### src/rtl/fetch_pkg.sv
// Shared widths, the prefetch entry layout and the PC increment for the fetch stage.
package fetch_pkg;

  localparam int XLEN = 32;
  localparam int ILEN = 32;

  localparam logic [XLEN-1:0] PC_STEP = 32'd4;

  typedef struct packed {
    logic [XLEN-1:0] pc;
    logic [ILEN-1:0] instr;
  } fetch_entry_t;

endpackage

### src/rtl/fetch_unit_if.sv
// Fetch-to-decode handshake: the fetch side presents {pc, instr} with valid, decode answers ready.
interface fetch_unit_if;
  import fetch_pkg::*;

  logic            instr_valid;
  logic            instr_ready;
  logic [ILEN-1:0] instr;
  logic [XLEN-1:0] pc;

  modport master (output instr_valid, output instr, output pc, input instr_ready);
  modport slave  (input instr_valid, input instr, input pc, output instr_ready);

endinterface

### src/rtl/fetch_fifo.sv
// Prefetch FIFO with flush; the head reads as zero when empty and there is no write-to-read bypass.
module fetch_fifo
  import fetch_pkg::*;
#(
  parameter int  DEPTH   = 4,
  parameter type entry_t = fetch_entry_t,
  localparam int PW      = $clog2(DEPTH),
  localparam int CW      = $clog2(DEPTH) + 1
) (
  input  logic          clk,
  input  logic          rst_n,
  input  logic          flush,
  input  logic          push,
  input  logic          pop,
  input  entry_t        wdata,
  output entry_t        rdata,
  output logic [CW-1:0] count
);

  entry_t          r_mem [DEPTH];
  logic [PW-1:0]   r_wr_ptr;
  logic [PW-1:0]   r_rd_ptr;
  logic [CW-1:0]   r_count;

  // Entry storage; flush leaves the data in place since count gates the head.
  always_ff @(posedge clk or negedge rst_n) begin
    if (!rst_n) begin
      for (int i = 0; i < DEPTH; i++) begin
        r_mem[i] <= '0;
      end
    end else if (push && !flush) begin
      r_mem[r_wr_ptr] <= wdata;
    end
  end

  // Pointers and occupancy; flush outranks any push or pop in the same cycle.
  always_ff @(posedge clk or negedge rst_n) begin
    if (!rst_n) begin
      r_wr_ptr <= PW'(0);
      r_rd_ptr <= PW'(0);
      r_count  <= CW'(0);
    end else if (flush) begin
      r_wr_ptr <= PW'(0);
      r_rd_ptr <= PW'(0);
      r_count  <= CW'(0);
    end else begin
      if (push) begin
        r_wr_ptr <= r_wr_ptr + PW'(1);
      end
      if (pop) begin
        r_rd_ptr <= r_rd_ptr + PW'(1);
      end
      case ({push, pop})
        2'b10:   r_count <= r_count + CW'(1);
        2'b01:   r_count <= r_count - CW'(1);
        default: r_count <= r_count;
      endcase
    end
  end

  assign rdata = (r_count != CW'(0)) ? r_mem[r_rd_ptr] : '0;
  assign count = r_count;

endmodule

### src/rtl/fetch_unit.sv
// Instruction fetch stage: PC register, push/halt control and decode-side output mapping.
// Optional build macro FETCH_MISALIGN_EN: misaligned redirect targets halt fetch and raise misalign_o.
module fetch_unit
  import fetch_pkg::*;
#(
  parameter int              DEPTH    = 4,
  parameter logic [XLEN-1:0] RESET_PC = 32'h0000_0000
) (
  input  logic              clk,
  input  logic              rst_n,
  output logic [XLEN-1:0]   mem_addr_o,
  input  logic [ILEN-1:0]   mem_data_i,
  input  logic              redirect_valid_i,
  input  logic [XLEN-1:0]   redirect_pc_i,
  output logic              misalign_o,
  fetch_unit_if.master      instr_if
);

  localparam int CW = $clog2(DEPTH) + 1;

  logic [XLEN-1:0] r_fetch_pc;
  logic [XLEN-1:0] w_fetch_pc_nxt;
  logic [XLEN-1:0] w_redirect_pc;
  logic [CW-1:0]   w_count;
  logic            w_valid;
  logic            w_pop;
  logic            w_push;
  logic            w_halted;
  fetch_entry_t    w_wdata;
  fetch_entry_t    w_head;

`ifdef FETCH_MISALIGN_EN
  logic r_misalign;

  assign w_redirect_pc = redirect_pc_i;

  // Misaligned redirect latches a halt until an aligned redirect arrives.
  always_ff @(posedge clk or negedge rst_n) begin
    if (!rst_n) begin
      r_misalign <= 1'b0;
    end else if (redirect_valid_i) begin
      r_misalign <= (redirect_pc_i[1:0] != 2'b00);
    end else begin
      r_misalign <= r_misalign;
    end
  end

  assign w_halted   = r_misalign;
  assign misalign_o = r_misalign;
`else
  assign w_redirect_pc = redirect_pc_i & ~(XLEN'(32'd3));
  assign w_halted      = 1'b0;
  assign misalign_o    = 1'b0;
`endif

  assign w_valid = (w_count != CW'(0));
  assign w_pop   = w_valid & instr_if.instr_ready;
  assign w_push  = !redirect_valid_i && !w_halted && ((w_count < CW'(DEPTH)) || w_pop);
  assign w_wdata = '{pc: r_fetch_pc, instr: mem_data_i};

  // Next fetch PC: redirect wins, otherwise advance only when a word is captured.
  always_comb begin
    w_fetch_pc_nxt = r_fetch_pc;
    if (redirect_valid_i) begin
      w_fetch_pc_nxt = w_redirect_pc;
    end else if (w_push) begin
      w_fetch_pc_nxt = r_fetch_pc + PC_STEP;
    end else begin
      w_fetch_pc_nxt = r_fetch_pc;
    end
  end

  // Fetch PC register.
  always_ff @(posedge clk or negedge rst_n) begin
    if (!rst_n) begin
      r_fetch_pc <= RESET_PC;
    end else begin
      r_fetch_pc <= w_fetch_pc_nxt;
    end
  end

  fetch_fifo #(
    .DEPTH   (DEPTH),
    .entry_t (fetch_entry_t)
  ) u_fifo (
    .clk   (clk),
    .rst_n (rst_n),
    .flush (redirect_valid_i),
    .push  (w_push),
    .pop   (w_pop),
    .wdata (w_wdata),
    .rdata (w_head),
    .count (w_count)
  );

  assign mem_addr_o           = r_fetch_pc;
  assign instr_if.instr_valid = w_valid;
  assign instr_if.instr       = w_head.instr;
  assign instr_if.pc          = w_head.pc;

endmodule

### src/flat_wrapper.sv
// flat-port wrapper written by rule: the top's interface ports become plain ports
module fetch_unit_flat import fetch_pkg::*;
#(
  parameter int              DEPTH    = 4,
  parameter logic [XLEN-1:0] RESET_PC = 32'h0000_0000
)
  (clk, rst_n, mem_addr_o, mem_data_i, redirect_valid_i, redirect_pc_i, misalign_o, instr_if_instr_valid, instr_if_instr, instr_if_pc, instr_if_instr_ready);
  fetch_unit_if instr_if_i ();
  input  logic clk;
  input  logic rst_n;
  output logic [XLEN-1:0] mem_addr_o;
  input  logic [ILEN-1:0] mem_data_i;
  input  logic redirect_valid_i;
  input  logic [XLEN-1:0] redirect_pc_i;
  output logic misalign_o;
  output wire logic [$bits(instr_if_i.instr_valid)-1:0] instr_if_instr_valid;
  output wire logic [$bits(instr_if_i.instr)-1:0] instr_if_instr;
  output wire logic [$bits(instr_if_i.pc)-1:0] instr_if_pc;
  input wire logic [$bits(instr_if_i.instr_ready)-1:0] instr_if_instr_ready;
  assign instr_if_instr_valid = instr_if_i.instr_valid;
  assign instr_if_instr = instr_if_i.instr;
  assign instr_if_pc = instr_if_i.pc;
  assign instr_if_i.instr_ready = instr_if_instr_ready;
  fetch_unit #(.DEPTH(DEPTH), .RESET_PC(RESET_PC)) u_core (.clk(clk), .rst_n(rst_n), .mem_addr_o(mem_addr_o), .mem_data_i(mem_data_i), .redirect_valid_i(redirect_valid_i), .redirect_pc_i(redirect_pc_i), .misalign_o(misalign_o), .instr_if(instr_if_i));
endmodule
### config.mk
export PLATFORM = sky130hd
export DESIGN_NAME = fetch_unit_flat
export DESIGN_NICKNAME = d
export VERILOG_FILES = /design/src/rtl/fetch_pkg.sv /design/src/rtl/fetch_unit_if.sv /design/src/rtl/fetch_fifo.sv /design/src/rtl/fetch_unit.sv /design/src/flat_wrapper.sv
export SDC_FILE = /design/constraint.sdc
export NUM_CORES = 1
export LEC_CHECK = 0
export CORE_ASPECT_RATIO = 0.9
export CORE_MARGIN = 8
export CORE_UTILIZATION = 33
export DETAILED_ROUTE_END_ITERATION = 7
export PLACE_DENSITY = 0.5
export SLEW_MARGIN = 10
export SYNTH_ARGS = -nofsm -noshare
export SYNTH_HDL_FRONTEND = slang
export SYNTH_HIERARCHICAL = 1
export SYNTH_SLANG_ARGS = --single-unit
### constraint.sdc
create_clock -name clk -period 5 [get_ports clk]
set_clock_uncertainty 0.15 [all_clocks]
set_input_delay 1 -clock clk [delete_from_list [all_inputs] [get_ports clk]]
set_output_delay 1 -clock clk [all_outputs]
set_load 0.02 [all_outputs]
==> impl_metrics.yaml <==
clock_network:
  cts_tree: "yes"
  cts.reportedPaths.clkPinSlew_ps: 60
  cts_buffers: 37
  cts_setup_buffers: 0
  cts-hold-fix-buffers: 0
  numClockSinks: 293
  htreeDepth: 2
  clockRootBuffer: "clkbuf_16"
  insertion_delay_ps: 520
  post_cts_resized: 0
  cts_buffer_depth: 3
global_route:
  gr-usage-all-layers_pct: 14.3
  grt_pass1_vias: 9425
  grt_pass1_wl_mm: 59.8
  grt-ovfl-total: 0
  antenna_found_initial: 0
  grt_max_degree: 111
logic_synthesis:
  yosys.cell_count.top_type: "dfrtp_1"
  synth.area.mux_share_pct: 34.7
  synth-xor-area-share_pct: 0.811
  synthSimpleGateAreaFrac_pct: 8.07
  avgSynthCellArea_um2: 15.8
  yosys.area.top_type: "dfrtp_1"
  synth-seq-cells: 293
  synthTopCellsByArea: "dfrtp_1 48%, mux2_4 24%, mux4_2 9.5%"
  synth_top_family_by_area: "multiplexers"
  synth_common_cells: "293 x dfrtp_1, 240 x mux2_4, 69 x nor2b_1"
  syn_inst: 959
  syn_area_um2: 15100
  synth_top_area_share_pct: 48.5
  synth_compound_area_share_pct: 2.27
  synth_cell_types: 54
  seq_area_frac_synth_pct: 48.5
  yosysWarnings: 6
  dominantRegCellSynth: "dfrtp_1"
  synth-adder-area-share_pct: 0.546
  synth_edf_count: 0
  postSynth.asyncResetShare_pct: 100
detailed_routing:
  wl_per_cell_um: 21.8
  drc: 0
  antenna_left: 0
  initialDrtViolationCount: 430
  routed_via_density: 4.91
  wl_mm: 38.1
  drt_pre_antenna_iters: 4
  num_vias: 8580
finish:
  fin_area_um2: 18200
  antenna_cells: 0
  drive_above_1_share_pct: 36.2
  syn_to_final_growth_pct: 20.2
  nets: 1193
  final_cells: 1748
power:
  power.leakage_nw: 8.26
  power.density_nw_per_um2: 594
  peakVddDrop_uv: 321
  power_mw: 10.8
hold_path:
  min_path_type: "register to register"
setup_path:
  crit_slowest_cell: "dfrtp_4"
  required_ps: 3850
  criticalPathCategory: "register to output pin"
  regToRegSetupSlack_ps: 2180
  cp_max_fo: 34
  endpoint_kind: "output pin"
  arrival_ps: 2830
  cp_cell_sequence: "buf_12, mux4_2, nor2b_1, clkdlybuf4s50_1"
  slowest_delay_ps: 800
  worst_setup_path_start_kind: "register"
sta:
  hold_viol_final: 0
  final_max_slew_viol_count: 0
  final.setup.worst_slack_ps: 1020
  rsz0062_at_grt: "false"
  finalSetupTns_ps: 0
  max_freq_ghz: 0.251
  setup_viol: 0
  period_share_pct: 79.7
  worst_pin_slew_ps: 898
  finalCriticalPeriod_ps: 3980
  max_slew_margin_pct: 40.1
die:
  row_count: 74
  die_area_um2: 53000
  ios: 166
  initial_core_util_pct: 33.3
  chipHeight_um: 219
  core_area_um2: 45400
  die_width_um: 242
run:
  maxCapViolCount: 0
placement:
  pre_cts_ws_ps: 1100
  hpwl_mm: 23.0
  dp.cells: 1688
  place_area_um2: 17000
  port_buffers: 160
  gp_congestion: 0.716
outcome:
  status: "finished clean"
-- stage by stage --
step,util [%],hold slack (ps)
finish,40.1,351
global route,40.1,363
CTS,40.1,354
detailed placement,37.5,338
global placement,37.5,333
floorplan,-,324
-- worst paths after layout --
check                                                       endpoint                                  start  cells past startpoint
worst max-delay path                                 instr_if_pc[30]  u_core/u_fifo/r_rd_ptr[1]$_DFFE_PN0P_                      4
worst min-delay path             u_core/u_fifo/r_mem[31]$_DFFE_PN0P_    u_core/u_fifo/r_mem[31]$_DFFE_PN0P_                      1
worst max register to register   u_core/u_fifo/r_mem[95]$_DFFE_PN0P_     u_core/u_fifo/count[2]$_DFFE_PN0P_                      7
worst min register to register   u_core/u_fifo/r_mem[31]$_DFFE_PN0P_    u_core/u_fifo/r_mem[31]$_DFFE_PN0P_                      1
max in group asynchronous       u_core/u_fifo/r_mem[162]$_DFFE_PN0P_                                  rst_n                      2
min in group asynchronous       u_core/u_fifo/r_mem[209]$_DFFE_PN0P_                                  rst_n                      1
-- area by class of cell --
cell class	count	area, µm²
Clock buffer	53	1090
Sequential cell	293	7340
Timing Repair Buffer	176	1820
Tap cell	608	761
Fill cell	4224	27200
Clock inverter	7	63.8
Multi-Input combinational cell	602	7070
Inverter	9	33.8
-- flip-flops by register name, summed over array words and instances (netlist names) --
name and cells:
u_core/u_fifo/r_mem 256, u_core/mem_addr_o 30, u_core/u_fifo/count 3, u_core/u_fifo/r_rd_ptr 2
u_core/u_fifo/r_wr_ptr 2
-- report_power, final --
group | switching (mW) | leakage (nW) | internal, mW
logic | 1.68 | 4.04 | 2.66
clock network | 1.03 | 0.573 | 1.55
registers | 0.597 | 3.65 | 3.29
-- layer usage --
metal,GRT usage (%),part of all wire (%),vias to the layer above
met2,22.0,45,160
met3,3.28,4.5,42
met5,0,0,-
met4,3.31,1.5,0
met1,20.4,48,4552
li1,-,-,3826
-- critical path: cells and delay by family (launching register included) --
family | cells | cell delay (ps)
DFF | 1 | 800
buffers and inverters | 2 | 1010
and+or+nand+nor | 1 | 250
muxes | 1 | 230
-- placed cells by master (no fill, tap or decap), types with 4 or more instances in the layout --
cell type        instances
dfrtp_1                291
mux2_4                 240
clkdlybuf4s50_1        158
nor2b_1                 69
mux4_2                  64
clkbuf_16               37
nand2_1                 28
nor2_1                  23
nand3_1                 16
mux2_2                  16
nand4_1                 15
o21ai_0                 13
conb_1                  11
clkbuf_8                10
o311ai_0                10
inv_1                    9
buf_4                    8
buf_12                   8
a31oi_1                  7
xnor2_1                  7
xor2_1                   7
clkbuf_1                 6
clkinv_2                 5
and3_1                   5
or2_2                    5
ha_1                     5
o31ai_1                  4
or4_1                    4
nor4_1                   4
nor3_1                   4
nor3b_1                  4
nand2_8                  4
-- cells by family (layout without fill, tap and decap cells) --
family,Yosys count,in the layout
adders and majority gates,6,6
xor gates and xnor gates,14,14
AOI/OAI and AO/OA,48,48
buffers and inverters,74,245
and+or+nand+nor,200,200
muxes,323,323
DFF,293,293
other,1,11
Note: power is estimated with default switching activity, not from simulation.
